$ cat src/rtl/rx_d2c_point_test_responder_if.sv
// Sideband, wrapper-handshake and comparator bundle between the RX D2C point-test responder and its neighbours.
interface rx_d2c_point_test_responder_if #(
  parameter int SB_MSG_WIDTH = 4,
  parameter int NUM_LANES    = 16
);
  logic                    i_rx_d2c_pt_en;
  logic                    i_rx_msg_valid;
  logic [SB_MSG_WIDTH-1:0] i_decoded_SB_msg;
  logic                    i_sb_data_pattern;
  logic                    i_sb_burst_count;
  logic                    i_sb_comparison_mode;
  logic [1:0]              i_sb_clock_phase;
  logic                    i_falling_edge_busy;
  logic                    i_tx_valid;
  logic [NUM_LANES-1:0]    i_lane_errors;
  logic [SB_MSG_WIDTH-1:0] o_encoded_SB_msg_rx;
  logic                    o_valid_rx;
  logic [1:0]              o_comparator_cw;
  logic                    o_cmp_data_pattern;
  logic                    o_cmp_burst_count;
  logic                    o_cmp_comparison_mode;
  logic [1:0]              o_clock_phase;
  logic [NUM_LANES-1:0]    o_lane_result;
  logic                    o_rx_d2c_pt_done_rx;
  logic                    o_timeout;

  modport master (
    output i_rx_d2c_pt_en, i_rx_msg_valid, i_decoded_SB_msg, i_sb_data_pattern,
           i_sb_burst_count, i_sb_comparison_mode, i_sb_clock_phase,
           i_falling_edge_busy, i_tx_valid, i_lane_errors,
    input  o_encoded_SB_msg_rx, o_valid_rx, o_comparator_cw, o_cmp_data_pattern,
           o_cmp_burst_count, o_cmp_comparison_mode, o_clock_phase, o_lane_result,
           o_rx_d2c_pt_done_rx, o_timeout
  );

  modport slave (
    input  i_rx_d2c_pt_en, i_rx_msg_valid, i_decoded_SB_msg, i_sb_data_pattern,
           i_sb_burst_count, i_sb_comparison_mode, i_sb_clock_phase,
           i_falling_edge_busy, i_tx_valid, i_lane_errors,
    output o_encoded_SB_msg_rx, o_valid_rx, o_comparator_cw, o_cmp_data_pattern,
           o_cmp_burst_count, o_cmp_comparison_mode, o_clock_phase, o_lane_result,
           o_rx_d2c_pt_done_rx, o_timeout
  );
endinterface

$ cat src/rtl/rx_d2c_point_test_responder.sv
// Responder for the partner-initiated RX D2C point test: answers sideband requests, drives the comparator, latches lane results.
// Optional wait-state timeout enabled by defining RX_D2C_PT_TIMEOUT_EN.
module rx_d2c_lane_result (
  input  logic i_clk,
  input  logic i_rst_n,
  input  logic i_clr,
  input  logic i_cap,
  input  logic i_err,
  output logic o_res
);
  always_ff @(posedge i_clk or negedge i_rst_n) begin
    if (!i_rst_n)   o_res <= 1'b0;
    else if (i_clr) o_res <= 1'b0;
    else if (i_cap) o_res <= i_err;
  end
endmodule

module rx_d2c_point_test_responder #(
  parameter int SB_MSG_WIDTH   = 4,
  parameter int NUM_LANES      = 16,
  parameter int TIMEOUT_CYCLES = 800000
) (
  input logic                          i_clk,
  input logic                          i_rst_n,
  rx_d2c_point_test_responder_if.slave bus
);
  typedef logic [SB_MSG_WIDTH-1:0] msg_t;
  localparam msg_t START_REQ       = msg_t'(1);
  localparam msg_t START_RESP      = msg_t'(2);
  localparam msg_t LFSR_CLR_REQ    = msg_t'(3);
  localparam msg_t LFSR_CLR_RESP   = msg_t'(4);
  localparam msg_t COUNT_DONE_REQ  = msg_t'(5);
  localparam msg_t COUNT_DONE_RESP = msg_t'(6);
  localparam msg_t END_REQ         = msg_t'(7);
  localparam msg_t END_RESP        = msg_t'(8);

  typedef enum logic [2:0] {
    IDLE, WAIT_START, WAIT_CLR, CLEAR, COMPARE, WAIT_END, FINISHED
  } state_t;

  typedef struct packed {
    logic       pattern;
    logic       burst;
    logic       mode;
    logic [1:0] phase;
  } start_f_t;

  state_t   state_q, state_d;
  logic     en, acc_start, acc_clr, acc_cnt, acc_end;
  logic     send, take_start, latch_res, set_done, to_hit;
  msg_t     resp;
  logic     pend_q;
  start_f_t pend_f_q, fld_q, live_f;
  msg_t     enc_q;
  logic     vld_q, done_q;
  logic [1:0] cw_q, cw_d;

  assign en        = bus.i_rx_d2c_pt_en;
  assign acc_start = bus.i_rx_msg_valid && (bus.i_decoded_SB_msg == START_REQ);
  assign acc_clr   = bus.i_rx_msg_valid && (bus.i_decoded_SB_msg == LFSR_CLR_REQ);
  assign acc_cnt   = bus.i_rx_msg_valid && (bus.i_decoded_SB_msg == COUNT_DONE_REQ);
  assign acc_end   = bus.i_rx_msg_valid && (bus.i_decoded_SB_msg == END_REQ);

  assign live_f.pattern = bus.i_sb_data_pattern;
  assign live_f.burst   = bus.i_sb_burst_count;
  assign live_f.mode    = bus.i_sb_comparison_mode;
  assign live_f.phase   = bus.i_sb_clock_phase;

`ifdef RX_D2C_PT_TIMEOUT_EN
  localparam int CNT_W = (TIMEOUT_CYCLES > 2) ? $clog2(TIMEOUT_CYCLES) : 1;
  logic [CNT_W-1:0] cnt_q;
  logic             to_q, is_wait;
  assign is_wait = (state_q == WAIT_START) || (state_q == WAIT_CLR) ||
                   (state_q == COMPARE)    || (state_q == WAIT_END);
`endif

  always_ff @(posedge i_clk or negedge i_rst_n) begin
    if (!i_rst_n) state_q <= IDLE;
    else          state_q <= state_d;
  end

  always_comb begin
    state_d    = state_q;
    send       = 1'b0;
    resp       = '0;
    take_start = 1'b0;
    latch_res  = 1'b0;
    set_done   = 1'b0;
    to_hit     = 1'b0;
    case (state_q)
      IDLE:       if (en) state_d = WAIT_START;
      // a START_REQ seen while still idle counts as accepted here
      WAIT_START: if (acc_start || pend_q) begin
                    state_d = WAIT_CLR; send = 1'b1; resp = START_RESP; take_start = 1'b1;
                  end
      WAIT_CLR:   if (acc_clr) begin
                    state_d = CLEAR; send = 1'b1; resp = LFSR_CLR_RESP;
                  end
      CLEAR:      state_d = COMPARE;
      COMPARE:    if (acc_cnt) begin
                    state_d = WAIT_END; send = 1'b1; resp = COUNT_DONE_RESP; latch_res = 1'b1;
                  end
      WAIT_END:   if (acc_end) begin
                    state_d = FINISHED; send = 1'b1; resp = END_RESP; set_done = 1'b1;
                  end
      FINISHED:   state_d = FINISHED;
      default:    state_d = IDLE;
    endcase
`ifdef RX_D2C_PT_TIMEOUT_EN
    if (is_wait && (state_d == state_q) && (cnt_q == CNT_W'(TIMEOUT_CYCLES - 1))) begin
      state_d = FINISHED;
      to_hit  = 1'b1;
    end
`endif
    // enable dropping overrides any accept in the same cycle
    if (!en) begin
      state_d    = IDLE;
      send       = 1'b0;
      resp       = '0;
      take_start = 1'b0;
      latch_res  = 1'b0;
      set_done   = 1'b0;
      to_hit     = 1'b0;
    end
  end

  always_comb begin
    cw_d = 2'b00;
    if (state_d == CLEAR)   cw_d = 2'b01;
    if (state_d == COMPARE) cw_d = 2'b10;
  end

  always_ff @(posedge i_clk or negedge i_rst_n) begin
    if (!i_rst_n) begin
      pend_q   <= 1'b0;
      pend_f_q <= '0;
    end else if (!en && (state_q != IDLE)) begin
      pend_q   <= 1'b0;
    end else if (take_start) begin
      pend_q   <= 1'b0;
    end else if ((state_q == IDLE) && acc_start) begin
      pend_q   <= 1'b1;
      pend_f_q <= live_f;
    end
  end

  always_ff @(posedge i_clk or negedge i_rst_n) begin
    if (!i_rst_n) begin
      vld_q  <= 1'b0;
      cw_q   <= 2'b00;
      enc_q  <= '0;
      fld_q  <= '0;
      done_q <= 1'b0;
    end else begin
      // set wins over the wrapper's clear
      if (send)                                          vld_q <= 1'b1;
      else if (bus.i_falling_edge_busy && !bus.i_tx_valid) vld_q <= 1'b0;
      cw_q <= cw_d;
      if (state_q == IDLE) begin
        enc_q  <= '0;
        fld_q  <= '0;
        done_q <= 1'b0;
      end else begin
        if (send)               enc_q  <= resp;
        if (take_start)         fld_q  <= acc_start ? live_f : pend_f_q;
        if (set_done || to_hit) done_q <= 1'b1;
      end
    end
  end

  for (genvar l = 0; l < NUM_LANES; l++) begin : g_lane
    rx_d2c_lane_result u_res (
      .i_clk   (i_clk),
      .i_rst_n (i_rst_n),
      .i_clr   (state_q == IDLE),
      .i_cap   (latch_res),
      .i_err   (bus.i_lane_errors[l]),
      .o_res   (bus.o_lane_result[l])
    );
  end

`ifdef RX_D2C_PT_TIMEOUT_EN
  always_ff @(posedge i_clk or negedge i_rst_n) begin
    if (!i_rst_n) begin
      cnt_q <= '0;
      to_q  <= 1'b0;
    end else begin
      if (state_d != state_q) cnt_q <= '0;
      else if (is_wait)       cnt_q <= cnt_q + 1'b1;
      if (state_q == IDLE)    to_q  <= 1'b0;
      else if (to_hit)        to_q  <= 1'b1;
    end
  end
  assign bus.o_timeout = to_q;
`else
  assign bus.o_timeout = 1'b0;
`endif

  assign bus.o_encoded_SB_msg_rx   = enc_q;
  assign bus.o_valid_rx            = vld_q;
  assign bus.o_comparator_cw       = cw_q;
  assign bus.o_cmp_data_pattern    = fld_q.pattern;
  assign bus.o_cmp_burst_count     = fld_q.burst;
  assign bus.o_cmp_comparison_mode = fld_q.mode;
  assign bus.o_clock_phase         = fld_q.phase;
  assign bus.o_rx_d2c_pt_done_rx   = done_q;
endmodule

$ cat src/flat_wrapper.sv
// flat-port wrapper written by rule: the top's interface ports become plain ports
module rx_d2c_point_test_responder_flat 
#(
  parameter int SB_MSG_WIDTH   = 4,
  parameter int NUM_LANES      = 16,
  parameter int TIMEOUT_CYCLES = 800000
)
  (i_clk, i_rst_n, bus_i_rx_d2c_pt_en, bus_i_rx_msg_valid, bus_i_decoded_SB_msg, bus_i_sb_data_pattern, bus_i_sb_burst_count, bus_i_sb_comparison_mode, bus_i_sb_clock_phase, bus_i_falling_edge_busy, bus_i_tx_valid, bus_i_lane_errors, bus_o_encoded_SB_msg_rx, bus_o_valid_rx, bus_o_comparator_cw, bus_o_cmp_data_pattern, bus_o_cmp_burst_count, bus_o_cmp_comparison_mode, bus_o_clock_phase, bus_o_lane_result, bus_o_rx_d2c_pt_done_rx, bus_o_timeout);
  rx_d2c_point_test_responder_if #(.SB_MSG_WIDTH(SB_MSG_WIDTH), .NUM_LANES(NUM_LANES)) bus_i ();
  input logic i_clk;
  input logic i_rst_n;
  input wire logic [$bits(bus_i.i_rx_d2c_pt_en)-1:0] bus_i_rx_d2c_pt_en;
  input wire logic [$bits(bus_i.i_rx_msg_valid)-1:0] bus_i_rx_msg_valid;
  input wire logic [$bits(bus_i.i_decoded_SB_msg)-1:0] bus_i_decoded_SB_msg;
  input wire logic [$bits(bus_i.i_sb_data_pattern)-1:0] bus_i_sb_data_pattern;
  input wire logic [$bits(bus_i.i_sb_burst_count)-1:0] bus_i_sb_burst_count;
  input wire logic [$bits(bus_i.i_sb_comparison_mode)-1:0] bus_i_sb_comparison_mode;
  input wire logic [$bits(bus_i.i_sb_clock_phase)-1:0] bus_i_sb_clock_phase;
  input wire logic [$bits(bus_i.i_falling_edge_busy)-1:0] bus_i_falling_edge_busy;
  input wire logic [$bits(bus_i.i_tx_valid)-1:0] bus_i_tx_valid;
  input wire logic [$bits(bus_i.i_lane_errors)-1:0] bus_i_lane_errors;
  output wire logic [$bits(bus_i.o_encoded_SB_msg_rx)-1:0] bus_o_encoded_SB_msg_rx;
  output wire logic [$bits(bus_i.o_valid_rx)-1:0] bus_o_valid_rx;
  output wire logic [$bits(bus_i.o_comparator_cw)-1:0] bus_o_comparator_cw;
  output wire logic [$bits(bus_i.o_cmp_data_pattern)-1:0] bus_o_cmp_data_pattern;
  output wire logic [$bits(bus_i.o_cmp_burst_count)-1:0] bus_o_cmp_burst_count;
  output wire logic [$bits(bus_i.o_cmp_comparison_mode)-1:0] bus_o_cmp_comparison_mode;
  output wire logic [$bits(bus_i.o_clock_phase)-1:0] bus_o_clock_phase;
  output wire logic [$bits(bus_i.o_lane_result)-1:0] bus_o_lane_result;
  output wire logic [$bits(bus_i.o_rx_d2c_pt_done_rx)-1:0] bus_o_rx_d2c_pt_done_rx;
  output wire logic [$bits(bus_i.o_timeout)-1:0] bus_o_timeout;
  assign bus_i.i_rx_d2c_pt_en = bus_i_rx_d2c_pt_en;
  assign bus_i.i_rx_msg_valid = bus_i_rx_msg_valid;
  assign bus_i.i_decoded_SB_msg = bus_i_decoded_SB_msg;
  assign bus_i.i_sb_data_pattern = bus_i_sb_data_pattern;
  assign bus_i.i_sb_burst_count = bus_i_sb_burst_count;
  assign bus_i.i_sb_comparison_mode = bus_i_sb_comparison_mode;
  assign bus_i.i_sb_clock_phase = bus_i_sb_clock_phase;
  assign bus_i.i_falling_edge_busy = bus_i_falling_edge_busy;
  assign bus_i.i_tx_valid = bus_i_tx_valid;
  assign bus_i.i_lane_errors = bus_i_lane_errors;
  assign bus_o_encoded_SB_msg_rx = bus_i.o_encoded_SB_msg_rx;
  assign bus_o_valid_rx = bus_i.o_valid_rx;
  assign bus_o_comparator_cw = bus_i.o_comparator_cw;
  assign bus_o_cmp_data_pattern = bus_i.o_cmp_data_pattern;
  assign bus_o_cmp_burst_count = bus_i.o_cmp_burst_count;
  assign bus_o_cmp_comparison_mode = bus_i.o_cmp_comparison_mode;
  assign bus_o_clock_phase = bus_i.o_clock_phase;
  assign bus_o_lane_result = bus_i.o_lane_result;
  assign bus_o_rx_d2c_pt_done_rx = bus_i.o_rx_d2c_pt_done_rx;
  assign bus_o_timeout = bus_i.o_timeout;
  rx_d2c_point_test_responder #(.SB_MSG_WIDTH(SB_MSG_WIDTH), .NUM_LANES(NUM_LANES), .TIMEOUT_CYCLES(TIMEOUT_CYCLES)) u_core (.i_clk(i_clk), .i_rst_n(i_rst_n), .bus(bus_i));
endmodule
$ cat config.mk
export PLATFORM = sky130hd
export DESIGN_NAME = rx_d2c_point_test_responder_flat
export DESIGN_NICKNAME = d
export VERILOG_FILES = /design/src/rtl/rx_d2c_point_test_responder_if.sv /design/src/rtl/rx_d2c_point_test_responder.sv /design/src/flat_wrapper.sv
export SDC_FILE = /design/constraint.sdc
export NUM_CORES = 1
export LEC_CHECK = 0
export CORE_MARGIN = 8
export CORE_UTILIZATION = 35
export CTS_BUF_LIST = sky130_fd_sc_hd__clkbuf_2
export DETAILED_ROUTE_END_ITERATION = 16
export SLEW_MARGIN = 20
export SYNTH_ARGS = -nofsm -noshare
export SYNTH_HDL_FRONTEND = slang
export SYNTH_SLANG_ARGS = --single-unit
export TNS_END_PERCENT = 20
$ cat constraint.sdc
create_clock -name i_clk -period 1.95 [get_ports i_clk]
set_clock_uncertainty 0.1 [all_clocks]
set_input_delay 0.39 -clock i_clk [delete_from_list [all_inputs] [get_ports i_clk]]
set_output_delay 0.39 -clock i_clk [all_outputs]
set_load 0.03 [all_outputs]
==> results.yml <==
run_status:
  status: "complete, no violations"
routing:
  drt_iter0_drc: 42
  drt-vias-per-instance: 4.81
  vias: 1625
  drcViolationCount: 0
  dr.pass1.iters: 4
  antenna_left: 0
  wirelength_mm: 4.87
  post_drt_wl_per_cell_um: 14.4
global_routing:
  grt_pass1_wl_mm: 8.34
  track_usage_pct: 12.3
  grt_pass1_vias: 1705
  grt_start_max_net_pins: 38
  grt_overflow: 0
  antenna_found_initial: 0
clock_tree:
  clk_latency_ns: 0.38
  cts_sinks: 37
  cts_buffers: 5
  ctsHtreeMaxLevel: 2
  clk_pin_slew_worst_paths_ns: 0.19
  cts_tree: "yes"
  cts_root_buf: "clkbuf_2"
  clockBufferDepth: 2
  postCtsSetupBuffers: 0
logic_synthesis:
  syn_area_sq_um: 1990
  yosysSeqAreaShare_pct: 46.6
  synth_warnings: 0
  synth_area_per_cell_sq_um: 9.60
  synthFlopType: "dfrtp_1"
  yosysUniqueCellTypes: 45
  synthCells: 207
  async_flop_share_pct: 100
  synth_edf_count: 0
  ys_ff_latch: 37
place:
  dp_cells: 330
  port_buffers: 58
  dp_hpwl_mm: 3.58
  place_congestion: 0.834
setup_path:
  start_kind: "primary input"
  worst_ep_arrival_time_ns: 1.99
  critPathCaptureType: "flop"
  critPathKind: "in2reg"
  critPathMaxFanout: 9
  crit_required_ns: 2.15
finish:
  regArea_sq_um: 926
  n_fill_cell: 557
  diodes: 0
  multi_input_area_sq_um: 846
  postLayoutCoreUtil_pct: 48.2
  area_growth_pct: 33.5
  drive_gt1_share_pct: 17.7
  fin_nets: 297
  fin_cells: 338
floorplanning:
  die_area_sq_um: 8350
  ios: 61
  rows: 27
  die_x_um: 91.4
  start_util_pct: 36.1
  coreArea_sq_um: 5510
  die_y_um: 91.4
timing:
  period_share_pct: 91.9
  rsz0062_at_grt: "no"
  fin_crit_ns: 1.79
  whs_ns: 0.402
  fmaxAchievable_ghz: 0.558
  hold_viol_final: 0
  totalNegativeSetupSlack_ns: 0
  maxSlewViolCount: 0
  finalSetupViolations: 0
worst_hold_path:
  holdCritPathClass: "reg2reg"
power:
  cellLeakagePower_nw: 1.46
  powerDensity_nw_per_um2: 521
  vdd_drop_max_mv: 0.163
flow_run:
  cap_violations: 0
==> Yosys cell counts (all sizes together) (2+ instances only) <==
cell     count  area (sq um)
inv          3          11.3
a211oi       6          70.1
or3          2          17.5
a21oi        4          20.0
dfrtp       37           926
nand3       21           110
and2         2          12.5
a21o         3          23.8
mux2         5          56.3
buf         28           206
nand4        2          12.5
nor2b        3          18.8
o21ai        7          35.0
nand4bb      2          22.5
nand2       44           165
nor4bb       2          20.0
nor2        12          47.6
mux2i        5          50.1
==> metal layers <==
layer	wire (um)	up-vias	GRT usage (%)
li1	-	807	-
met1	2120	765	14.4
met2	2290	49	19.4
met3	397	4	5.35
met4	65	0	4.91
met5	0	-	0
==> flip-flops by register name (all words and copies together), names as in the netlist <==
name,flops
u_core.bus.o_cmp_comparison_mode,1
u_core.pend_q,1
u_core.bus.o_comparator_cw,2
u_core.bus.o_cmp_data_pattern,1
u_core.state_q,3
u_core.bus.o_clock_phase,2
u_core.bus.o_cmp_burst_count,1
u_core.g_lane.u_res.o_res,16
u_core.bus.o_valid_rx,1
u_core.bus.o_rx_d2c_pt_done_rx,1
u_core.pend_f_q,5
u_core.bus.o_encoded_SB_msg_rx,3
==> cell usage in the layout, fill, tap and decap left out, drive strengths merged, types with 2 or more instances in the layout <==
master and instances:
nand2 44, dfrtp 37, clkdlybuf4s50 29, dlygate4sd2 24, buf 22, nand3 21
nor2 12, o21ai 7, clkbuf 6, a211oi 6, mux2i 5, mux2 5
a21oi 4, dlymetal6s2s 4, nor2b 3, inv 3, a21o 3, and2 2
nand4bb 2, nor4bb 2, nand4 2, conb 2, or3 2
==> stage by stage <==
stage               worst slack [ns]  area (sq um)  power [W]
floorplan                      0.332          1990   0.000941
global placement              -0.280          2630    0.00106
detailed placement            -0.261          2630    0.00107
CTS                         0.000487          2640    0.00141
global route                  0.0290          2660    0.00147
finish                         0.157          2660    0.00138
==> final timing paths <==
path                       slack, ns  cells past startpoint                                            end                                       from
max                             0.16                      6  u_core.bus.o_encoded_SB_msg_rx[3]$_DFFE_PN0P_                    bus_i_decoded_SB_msg[1]
min                             0.40                      2      u_core.g_lane[10].u_res.o_res$_DFFE_PN0P_  u_core.g_lane[10].u_res.o_res$_DFFE_PN0P_
max reg2reg                     0.17                      5  u_core.bus.o_encoded_SB_msg_rx[3]$_DFFE_PN0P_                u_core.state_q[1]$_DFF_PN0_
min reg2reg                     0.40                      2      u_core.g_lane[10].u_res.o_res$_DFFE_PN0P_  u_core.g_lane[10].u_res.o_res$_DFFE_PN0P_
max in group asynchronous       0.95                      3      u_core.g_lane[14].u_res.o_res$_DFFE_PN0P_                                    i_rst_n
min in group asynchronous       0.45                      3  u_core.bus.o_encoded_SB_msg_rx[2]$_DFFE_PN0P_                                    i_rst_n
==> what timing repair did <==
action                                 in CTS  in global routing
gates resized for setup                    24                  5
gates cloned                                0                  0
pin swaps                                   0                  0
endpoints found under the hold margin      37                  0
hold buffers                                1                  0
setup endpoints to repair                  24                  6
==> critical path: stages <==
cell and delay [ns]:
clkdlybuf4s50_1 0.55, nand4bb_1 0.25, a21oi_1 0.32, o21bai_2 0.12, o31a_2 0.14, a31o_1 0.22
==> power breakdown <==
group          switching, W  internal [W]  total (W)  leakage (nW)
Sequential        0.0000213      0.000796   0.000817         0.508
Combinational      0.000107      0.000123   0.000230         0.921
Clock              0.000251     0.0000839   0.000335        0.0265
==> cell families (layout without fill, tap and decap cells) <==
| group | after synthesis | after routing | synth area share, % |
|---|---|---|---|
| muxes | 10 | 10 | 5.35 |
| buffers and inverters | 32 | 90 | 11.1 |
| AOI/OAI and AO/OA | 27 | 27 | 10.6 |
| and+or+nand+nor | 99 | 99 | 25.7 |
| DFF | 37 | 37 | 46.6 |
| xor gates and xnor gates | 1 | 1 | 0.441 |
| other | 1 | 2 | 0.189 |
==> area by class of cell <==
| type | instances | share of cell area [%] |
|---|---|---|
| Sequential cell | 37 | 34.9 |
| Multi-Input combinational cell | 139 | 31.9 |
| Timing Repair Buffer | 80 | 28.2 |
| Tap cell | 72 | 3.39 |
| Clock buffer | 6 | 1.13 |
| Inverter | 3 | 0.424 |
| Clock inverter | 1 | 0.141 |
Power figures use the tool's default switching activity.
